$ cat config.mk
export PLATFORM = sky130hd
export DESIGN_NAME = clause_bcp_ctrl
export DESIGN_NICKNAME = d
export VERILOG_FILES = /design/src/rtl/clause_bcp_ctrl.sv
export SDC_FILE = /design/constraint.sdc
export NUM_CORES = 1
export LEC_CHECK = 0
export CORE_MARGIN = 8
export CORE_UTILIZATION = 49
export DETAILED_ROUTE_END_ITERATION = 6
export GPL_TIMING_DRIVEN = 0
export PLACE_DENSITY = 0.77
export SETUP_SLACK_MARGIN = 0.2
export SLEW_MARGIN = 20
export SYNTH_ARGS = -nofsm -noshare
export SYNTH_HDL_FRONTEND = slang
export SYNTH_SLANG_ARGS = --single-unit
$ cat constraint.sdc
create_clock -name clk -period 4.4 [get_ports clk]
set_clock_uncertainty 0.05 [all_clocks]
set_input_delay 0.44 -clock clk [delete_from_list [all_inputs] [get_ports clk]]
set_output_delay 0.44 -clock clk [all_outputs]
set_load 0.01 [all_outputs]
$ cat src/rtl/clause_bcp_ctrl.sv
// BCP sequencer for one clause-array row-set: loads clause literals, scans
// unit/conflict status, grants implications round-robin and reports the outcome.
module clause_bcp_ctrl #(
  parameter int NUM_C      = 8,
  parameter int NUM_V      = 8,
  parameter int SETTLE_CYC = 2,
  parameter int CIW        = $clog2(NUM_C)
) (
  input  logic                 clk,
  input  logic                 rst,
  input  logic                 load_valid,
  output logic                 load_ready,
  input  logic [CIW-1:0]       load_cidx,
  input  logic [2*NUM_V-1:0]   load_lits,
  output logic [NUM_C-1:0]     wr_o,
  output logic [2*NUM_V-1:0]   lit_o,
  input  logic                 start_bcp,
  input  logic [2*NUM_C-1:0]   freelitcnt_i,
  input  logic [NUM_C-1:0]     clausesat_i,
  output logic [NUM_C-1:0]     imp_drv_o,
  output logic [NUM_C-1:0]     cclause_drv_o,
  output logic                 busy_o,
  output logic                 done_o,
  output logic                 conflict_o,
  output logic [CIW-1:0]       conflict_cidx_o,
  output logic [7:0]           imp_cnt_o
);

  localparam int SCW = (SETTLE_CYC > 1) ? $clog2(SETTLE_CYC) : 1;
  localparam int PW  = CIW + 1;

  typedef enum logic [2:0] {
    IDLE, LOAD, SCAN, IMPLY, SETTLE, CONFLICT, DONE
  } state_t;

  state_t               state_reg, state_next;
  logic [CIW-1:0]       cidx_reg, cidx_next;
  logic [2*NUM_V-1:0]   lit_reg, lit_next;
  logic [NUM_C-1:0]     wr_reg, wr_next;
  logic [NUM_C-1:0]     valid_reg, valid_next;
  logic [CIW-1:0]       rr_ptr_reg, rr_ptr_next;
  logic [SCW-1:0]       settle_reg, settle_next;
  logic [NUM_C-1:0]     imp_drv_reg, imp_drv_next;
  logic [NUM_C-1:0]     cclause_reg, cclause_next;
  logic                 done_reg, done_next;
  logic                 conflict_reg, conflict_next;
  logic [CIW-1:0]       conflict_cidx_reg, conflict_cidx_next;
  logic [7:0]           imp_cnt_reg, imp_cnt_next;

  logic [NUM_C-1:0]     conflict_vec, unit_vec;
  logic [CIW-1:0]       conf_idx, grant_idx;
  logic                 grant_found;
  logic [PW-1:0]        scan_pos;

  // Per-clause status; invalid rows are masked so they never grant or conflict.
  generate
    for (genvar gi = 0; gi < NUM_C; gi++) begin : g_cls
      assign conflict_vec[gi] = valid_reg[gi] & ~clausesat_i[gi] &
                                (freelitcnt_i[2*gi+1 -: 2] == 2'b00);
      assign unit_vec[gi]     = valid_reg[gi] & ~clausesat_i[gi] &
                                (freelitcnt_i[2*gi+1 -: 2] == 2'b01);
    end
  endgenerate

  always_comb begin
    conf_idx = '0;
    for (int i = NUM_C - 1; i >= 0; i--) begin
      if (conflict_vec[i]) conf_idx = CIW'(i);
    end
  end

  // First unit clause at or after rr_ptr, wrapping modulo NUM_C.
  always_comb begin
    grant_idx   = '0;
    grant_found = 1'b0;
    scan_pos    = '0;
    for (int k = 0; k < NUM_C; k++) begin
      scan_pos = {1'b0, rr_ptr_reg} + PW'(k);
      if (scan_pos >= PW'(NUM_C)) scan_pos = scan_pos - PW'(NUM_C);
      if (!grant_found && unit_vec[scan_pos[CIW-1:0]]) begin
        grant_found = 1'b1;
        grant_idx   = scan_pos[CIW-1:0];
      end
    end
  end

  always_comb begin
    state_next         = state_reg;
    cidx_next          = cidx_reg;
    lit_next           = lit_reg;
    wr_next            = '0;
    valid_next         = valid_reg;
    rr_ptr_next        = rr_ptr_reg;
    settle_next        = settle_reg;
    imp_drv_next       = '0;
    cclause_next       = '0;
    done_next          = 1'b0;
    conflict_next      = 1'b0;
    conflict_cidx_next = conflict_cidx_reg;
    imp_cnt_next       = imp_cnt_reg;
    case (state_reg)
      IDLE: begin
        if (load_valid) begin
          state_next = LOAD;
          cidx_next  = load_cidx;
          lit_next   = load_lits;
          wr_next    = NUM_C'(1) << load_cidx;
        end else if (start_bcp) begin
          state_next         = SCAN;
          imp_cnt_next       = '0;
          conflict_cidx_next = '0;
        end
      end
      LOAD: begin
        valid_next[cidx_reg] = |lit_reg;
        state_next           = IDLE;
      end
      SCAN: begin
        if (|conflict_vec) begin
          state_next         = CONFLICT;
          conflict_cidx_next = conf_idx;
          cclause_next       = NUM_C'(1) << conf_idx;
          conflict_next      = 1'b1;
        end else if (grant_found) begin
          state_next   = IMPLY;
          imp_drv_next = NUM_C'(1) << grant_idx;
          rr_ptr_next  = (grant_idx == CIW'(NUM_C - 1)) ? '0 : grant_idx + 1'b1;
          if (imp_cnt_reg != 8'hFF) imp_cnt_next = imp_cnt_reg + 8'd1;
        end else begin
          state_next = DONE;
          done_next  = 1'b1;
        end
      end
      IMPLY: begin
        state_next  = SETTLE;
        settle_next = SCW'(SETTLE_CYC - 1);
      end
      SETTLE: begin
        if (settle_reg == '0) state_next = SCAN;
        else                  settle_next = settle_reg - 1'b1;
      end
      CONFLICT: state_next = IDLE;
      DONE:     state_next = IDLE;
      default:  state_next = IDLE;
    endcase
  end

  always_ff @(posedge clk) begin
    if (!rst) begin
      state_reg         <= IDLE;
      cidx_reg          <= '0;
      lit_reg           <= '0;
      wr_reg            <= '0;
      valid_reg         <= '0;
      rr_ptr_reg        <= '0;
      settle_reg        <= '0;
      imp_drv_reg       <= '0;
      cclause_reg       <= '0;
      done_reg          <= 1'b0;
      conflict_reg      <= 1'b0;
      conflict_cidx_reg <= '0;
      imp_cnt_reg       <= '0;
    end else begin
      state_reg         <= state_next;
      cidx_reg          <= cidx_next;
      lit_reg           <= lit_next;
      wr_reg            <= wr_next;
      valid_reg         <= valid_next;
      rr_ptr_reg        <= rr_ptr_next;
      settle_reg        <= settle_next;
      imp_drv_reg       <= imp_drv_next;
      cclause_reg       <= cclause_next;
      done_reg          <= done_next;
      conflict_reg      <= conflict_next;
      conflict_cidx_reg <= conflict_cidx_next;
      imp_cnt_reg       <= imp_cnt_next;
    end
  end

  assign load_ready      = (state_reg == IDLE);
  assign busy_o          = (state_reg != IDLE);
  assign wr_o            = wr_reg;
  assign lit_o           = lit_reg;
  assign imp_drv_o       = imp_drv_reg;
  assign cclause_drv_o   = cclause_reg;
  assign done_o          = done_reg;
  assign conflict_o      = conflict_reg;
  assign conflict_cidx_o = conflict_cidx_reg;
  assign imp_cnt_o       = imp_cnt_reg;

endmodule

==> results of run 1 <==
==> final cells by class <==
cell class,count,area share [%]
Clock buffer,10,2.37
Tap cell,105,2.44
Timing Repair Buffer,100,18.6
Buffer,22,2.74
Clock inverter,6,2.16
Sequential cell,71,26.4
Inverter,11,0.814
Multi-Input combinational cell,363,44.4
==> logic make-up after synthesis <==
group / Yosys count / synth area share (%)
AND/OR/NAND/NOR: 240 / 32.7
adder cells (fa/ha/maj): 8 / 2.50
XOR/XNOR: 5 / 1.10
multiplexers: 23 / 9.33
buffers and inverters: 33 / 4.79
flip-flops: 71 / 35.6
AO/OA/AOI/OAI: 87 / 14.0
==> power breakdown <==
| group | switching [mW] | internal, mW |
|---|---|---|
| Sequential | 0.0194 | 0.666 |
| Combinational | 0.154 | 0.146 |
| Clock | 0.256 | 0.381 |
| Total | 0.429 | 1.19 |
==> critical path, stage by stage (launching register included) <==
cell      delay [ns]
dfxtp_1         0.36
buf_6           0.15
inv_4           0.06
clkbuf_8        0.16
ha_1            0.27
buf_2           0.19
mux4_2          0.44
mux2i_2         0.30
a32oi_4         0.17
or3_1           0.44
o211a_1         0.14
a21oi_1         0.24
ha_1            0.24
ha_1            0.21
nor3_1          0.06
a221o_1         0.29
==> how the worst max path moves through the flow <==
| stage | start | to | slack, ns | cells after the start |
|---|---|---|---|---|
| detailed placement | freelitcnt_i[6] | rr_ptr_reg[0] | 0.31 | 13 |
| CTS | rr_ptr_reg[0] | rr_ptr_reg[0] | 0.51 | 15 |
| finish | rr_ptr_reg[0] | rr_ptr_reg[0] | 0.49 | 15 |
| global placement | freelitcnt_i[14] | rr_ptr_reg[0] | 0.34 | 12 |
| floorplan | rr_ptr_reg[0] | rr_ptr_reg[0] | 0.96 | 15 |
| global route | rr_ptr_reg[0] | rr_ptr_reg[1] | 0.25 | 17 |
==> metrics by stage <==
step / std cells / instance area [sq um] / setup WS (ns) / utilization [%] / hold slack, ns
3_5_place_dp: 672 / 5130 / 0.314 / 63.7 / 0.415
5_1_grt: 688 / 5380 / 0.251 / 66.8 / 0.360
4_1_cts: 688 / 5370 / 0.515 / 66.7 / 0.337
6_report: 688 / 5380 / 0.494 / 66.8 / 0.353
2_1_floorplan: 467 / 4000 / 0.958 / - / 0.394
3_3_place_gp: 672 / 5130 / 0.343 / 63.7 / 0.411
==> synth_stat cells (9+ instances only) <==
master	instances	area (sq um)
a21oi_1	43	215
clkbuf_1	12	45.0
dfxtp_1	71	1420
inv_1	10	37.5
mux2i_1	9	90.1
nand2_1	69	259
nand3_1	9	45.0
nor2_1	52	195
nor2b_1	9	56.3
nor3_1	26	130
nor4_1	9	56.3
o21ai_0	14	70.1
==> routing by layer <==
layer | wire, microns | vias up
met2 | 5380 | 145
met3 | 922 | 18
met4 | 212 | 0
met1 | 4580 | 1824
li1 | - | 1906
met5 | 0 | -
==> metrics.cfg, run 1 <==
[outcome]
outcome = complete, no violations

[setup_path]
r2r-start = rr_ptr_reg[0]
crit_type = reg -> reg
r2r_cells = 15
startpoint_type = flop
r2r_end = rr_ptr_reg[0]
worstPathArrival_ns = 4.09
cp.required_ns = 4.58
crit_path_max_fanout = 10
rrSetupSlack_ns = 0.49
cp-end-kind = flop

[power_and_ir_drop]
p_leak_nw = 1.93
ir_worst_vdd_v = 0.000182
p_total_mw = 1.62
p_per_area_nw_per_um2 = 302

[timing]
hold_viol = 0
slew_headroom_pct = 37.6
finalMaxSlewViolations = 0
rsz0062_at_grt = false
fmax_mhz = 256
post-route-period-util_pct = 88.8
finalSetupViolCount = 0
setup-tns-final_ns = 0
min_period_ns = 3.91
worst_slew_pin_slew_ns = 0.927

[cts]
postCtsSetupBuffers = 0
cts.sinks = 71
clk_pin_slew_ns = 0.08
ctsHoldBuffers = 0
cts-root-buf = clkbuf_8
max-clock-path-buffers = 2
cts_tree = done
numCtsBuffers = 9
clkLatencyLatePin_ns = 0.34
ctsResizeCount = 0
htreeDepth = 3

[layout]
synthToLayoutAreaGrowth_pct = 34.6
multiInputGateArea_sq_um = 2390
n_antenna_cell = 0
final_cell_mix = clkdlybuf4s50_1 (100), dfxtp_1 (71), nand2_1 (69)
final_common_cell = clkdlybuf4s50_1
nets = 633
fillers = 676
drive_gt1_share_pct = 9.95
seqCellArea_sq_um = 1420
largest_reg_flops = 16

[route]
drtIter0Drc = 256
antenna_left = 0
wl_per_cell_microns = 16.1
routed_wl_microns = 11100
via_count = 3893
drt-vias-per-instance = 5.66
dr.pass1.iters = 5
drc = 0

[global_routing]
grt_first_pass_wirelength_microns = 18600
use_met2_pct = 33.6
use_met1_pct = 23.2
grt_pass1_vias = 3803
grt_antenna_before_repair = 0
grt-ovfl-total = 0
gr-usage-all-layers_pct = 20.0
busiest_layer = met2
grt_max_degree = 14
grtUsageMet3_pct = 7.02

[yosys]
synth_warnings = 0
synth_edf_count = 0
syn_area_per_cell_sq_um = 8.56
seq_area_frac_synth_pct = 35.6
async_reset_ff_share_pct = 0
synth_fp_nets = 522
yosys_register_bits = 71
synth_cell_type_count = 70
synth_cells = 467
synthFlopType = dfxtp_1
syn_area_sq_um = 4000

[placement]
hpwl_microns = 8700
place_congestion = 0.939
io_buffer_count = 100

[worst_hold_path]
min_from = rst
hp-class = in -> reg
holdPathStages = 3
holdPathEnd = wr_o[6]

[flow_run]
max_cap_viol_count = 0

[floorplanning]
io-pin-count = 102
row_count = 33
start_util_pct = 49.6
dieWidth_microns = 106
die_area_sq_um = 11300
fp.coreArea_sq_um = 8050
die_y_microns = 106

Note: power is estimated with default switching activity, not from simulation.
==> inputs of run 2 (changes only) <==
CORE_UTILIZATION = 41   (was 49)
PLACE_DENSITY = 0.69   (was 0.77)
==> run 2 against run 1 <==
Against the previous run:
- wire length increased by 3.0%
- largest cell class unchanged
- count of clock-buffer cells in the layout decreased by 1
- sequential power about the same
- maximum frequency shrank 0.42%
- critical path depth is 1 higher
- die area increased by 16%
- largest power group unchanged
- highest routed layer unchanged
- via count shrank 0.39%
==> metrics.cfg, run 2 (synthesized netlist as in run 1, its figures left out) <==
[layout]
largest_reg_flops = 16
nets = 633
stdcell_count = 716
n_antenna_cell = 0
synthToLayoutAreaGrowth_pct = 34.5
final_area_sq_um = 5380
final_cell_mix = clkdlybuf4s50_1 (100), dfxtp_1 (71), nand2_1 (69)
drive_gt1_share_pct = 10.3
final_common_cell = clkdlybuf4s50_1

[route]
dr.pass1.iters = 4
routed_wl_microns = 11400
drt-vias-per-instance = 5.42
drtIter0Drc = 169
drc = 0
wl_per_cell_microns = 16.0
antenna_left = 0
via_count = 3878

[power_and_ir_drop]
p_total_mw = 1.53
ir_worst_vdd_v = 0.000187
p_leak_nw = 1.90
p_per_area_nw_per_um2 = 284

[timing]
rsz0062_at_grt = true
slew_headroom_pct = 39.4
setup_slack_ns = 0.478
hold_viol = 0
setup-tns-final_ns = 0
post-route-period-util_pct = 89.1
fmax_mhz = 255
worst_slew_pin_slew_ns = 0.900
finalMaxSlewViolations = 0
min_period_ns = 3.92
finalSetupViolCount = 0

[worst_hold_path]
holdPathStages = 3
hp-class = in -> reg

[placement]
placedCellCount = 700
place_ws_ns = 0.248
place_congestion = 0.892
io_buffer_count = 100
hpwl_microns = 9020
post_dp_cell_area_sq_um = 5160

[floorplanning]
die_y_microns = 115
io-pin-count = 102
fp.coreArea_sq_um = 9640
row_count = 36
die_area_sq_um = 13200
dieWidth_microns = 115
start_util_pct = 41.5

[outcome]
outcome = complete, no violations

[flow_run]
max_cap_viol_count = 0

[cts]
numCtsBuffers = 9
htreeDepth = 3
cts_tree = done
max-clock-path-buffers = 2
cts-root-buf = clkbuf_8
clk_pin_slew_ns = 0.08
clkLatencyLatePin_ns = 0.35
cts.sinks = 71

[setup_path]
slowest_stage = mux4_2
cp_common_cell = ha_1
cp_slowest_stage_delay_ns = 0.46
crit_path_cell_trace = buf_6 > inv_4 > clkbuf_8 > ha_1 > buf_2 > mux4_2 > mux2i_2 > a32oi_4 > nor2_1 > o2bb2ai_1 > o21ai_0 > a21o_1 > ha_1 > ha_1 > nor4b_1 > a221o_1
startpoint_type = flop
worstPathArrival_ns = 4.17
crit_type = reg -> reg
r2r_cells = 16
cp-end-kind = flop
crit_path_max_fanout = 10
rrSetupSlack_ns = 0.48
cp.required_ns = 4.65

[global_routing]
grt_pass1_vias = 3867
gr-usage-all-layers_pct = 17.7
grt_max_degree = 15
grt_first_pass_wirelength_microns = 18700
grt-ovfl-total = 0
grt_antenna_before_repair = 0

==> run 2: changes by cell type in the layout (fill, tap and decap cells not counted), sizes merged <==
cell      change
clkinv        -2
clkinvlp      +3
bufinv        -2
inv           +2
clkbuf        -1
==> run 2: repair_timing <==
action / in CTS / in global routing
setup buffers: 0 / 0
hold buffers: 0 / 0
setup endpoints to repair: 0 / 1
gates resized for setup: 0 / 1
==> run 2: layout make-up <==
type                            count  area (sq um)
Buffer                             22           148
Clock buffer                        9           124
Clock inverter                      7          78.8
Fill cell                         928          4260
Inverter                           11          43.8
Multi-Input combinational cell    363          2390
Sequential cell                    71          1420
Tap cell                          133           166
Timing Repair Buffer              100          1000
==> run 2: stage by stage <==
| stage | utilization (%) | hold WS [ns] |
|---|---|---|
| after CTS | 55.7 | 0.342 |
| final | 55.8 | 0.355 |
| after global routing | 55.8 | 0.369 |
| after detailed placement | 53.6 | 0.413 |
| after floorplan | - | 0.394 |
| after global placement | 53.6 | 0.409 |
==> run 2: layer usage <==
metal	routed length [microns]	part of all wire (%)	track usage [%]
met1	4970	44	21.1
met2	5430	48	29.4
met3	810	7.1	5.12
met4	209	1.8	6.65
met5	0	0	0
==> run 2: power by group <==
| part | internal [mW] | leakage [nW] | total [mW] | switching, mW |
|---|---|---|---|---|
| logic | 0.146 | 1.24 | 0.305 | 0.159 |
| registers | 0.666 | 0.576 | 0.684 | 0.0184 |
| clock network | 0.267 | 0.0929 | 0.538 | 0.270 |
| total | 1.08 | 1.90 | 1.53 | 0.448 |
==> run 2: worst paths after layout <==
path / to / startpoint
min reg2reg: lit_o[12] / lit_o[12]
max: rr_ptr_reg[0] / rr_ptr_reg[0]
min: wr_o[5] / rst
max reg2reg: rr_ptr_reg[0] / rr_ptr_reg[0]
==> run 2: worst max-delay path: cells and delay by family, from the launching register on <==
kind                       cells  cell delay [ns]
buffers and inverters          4             0.59
DFF                            1             0.36
adders and majority gates      3             0.71
muxes                          2             0.73
and+or+nand+nor                2             0.57
AOI/OAI and AO/OA              5             0.85
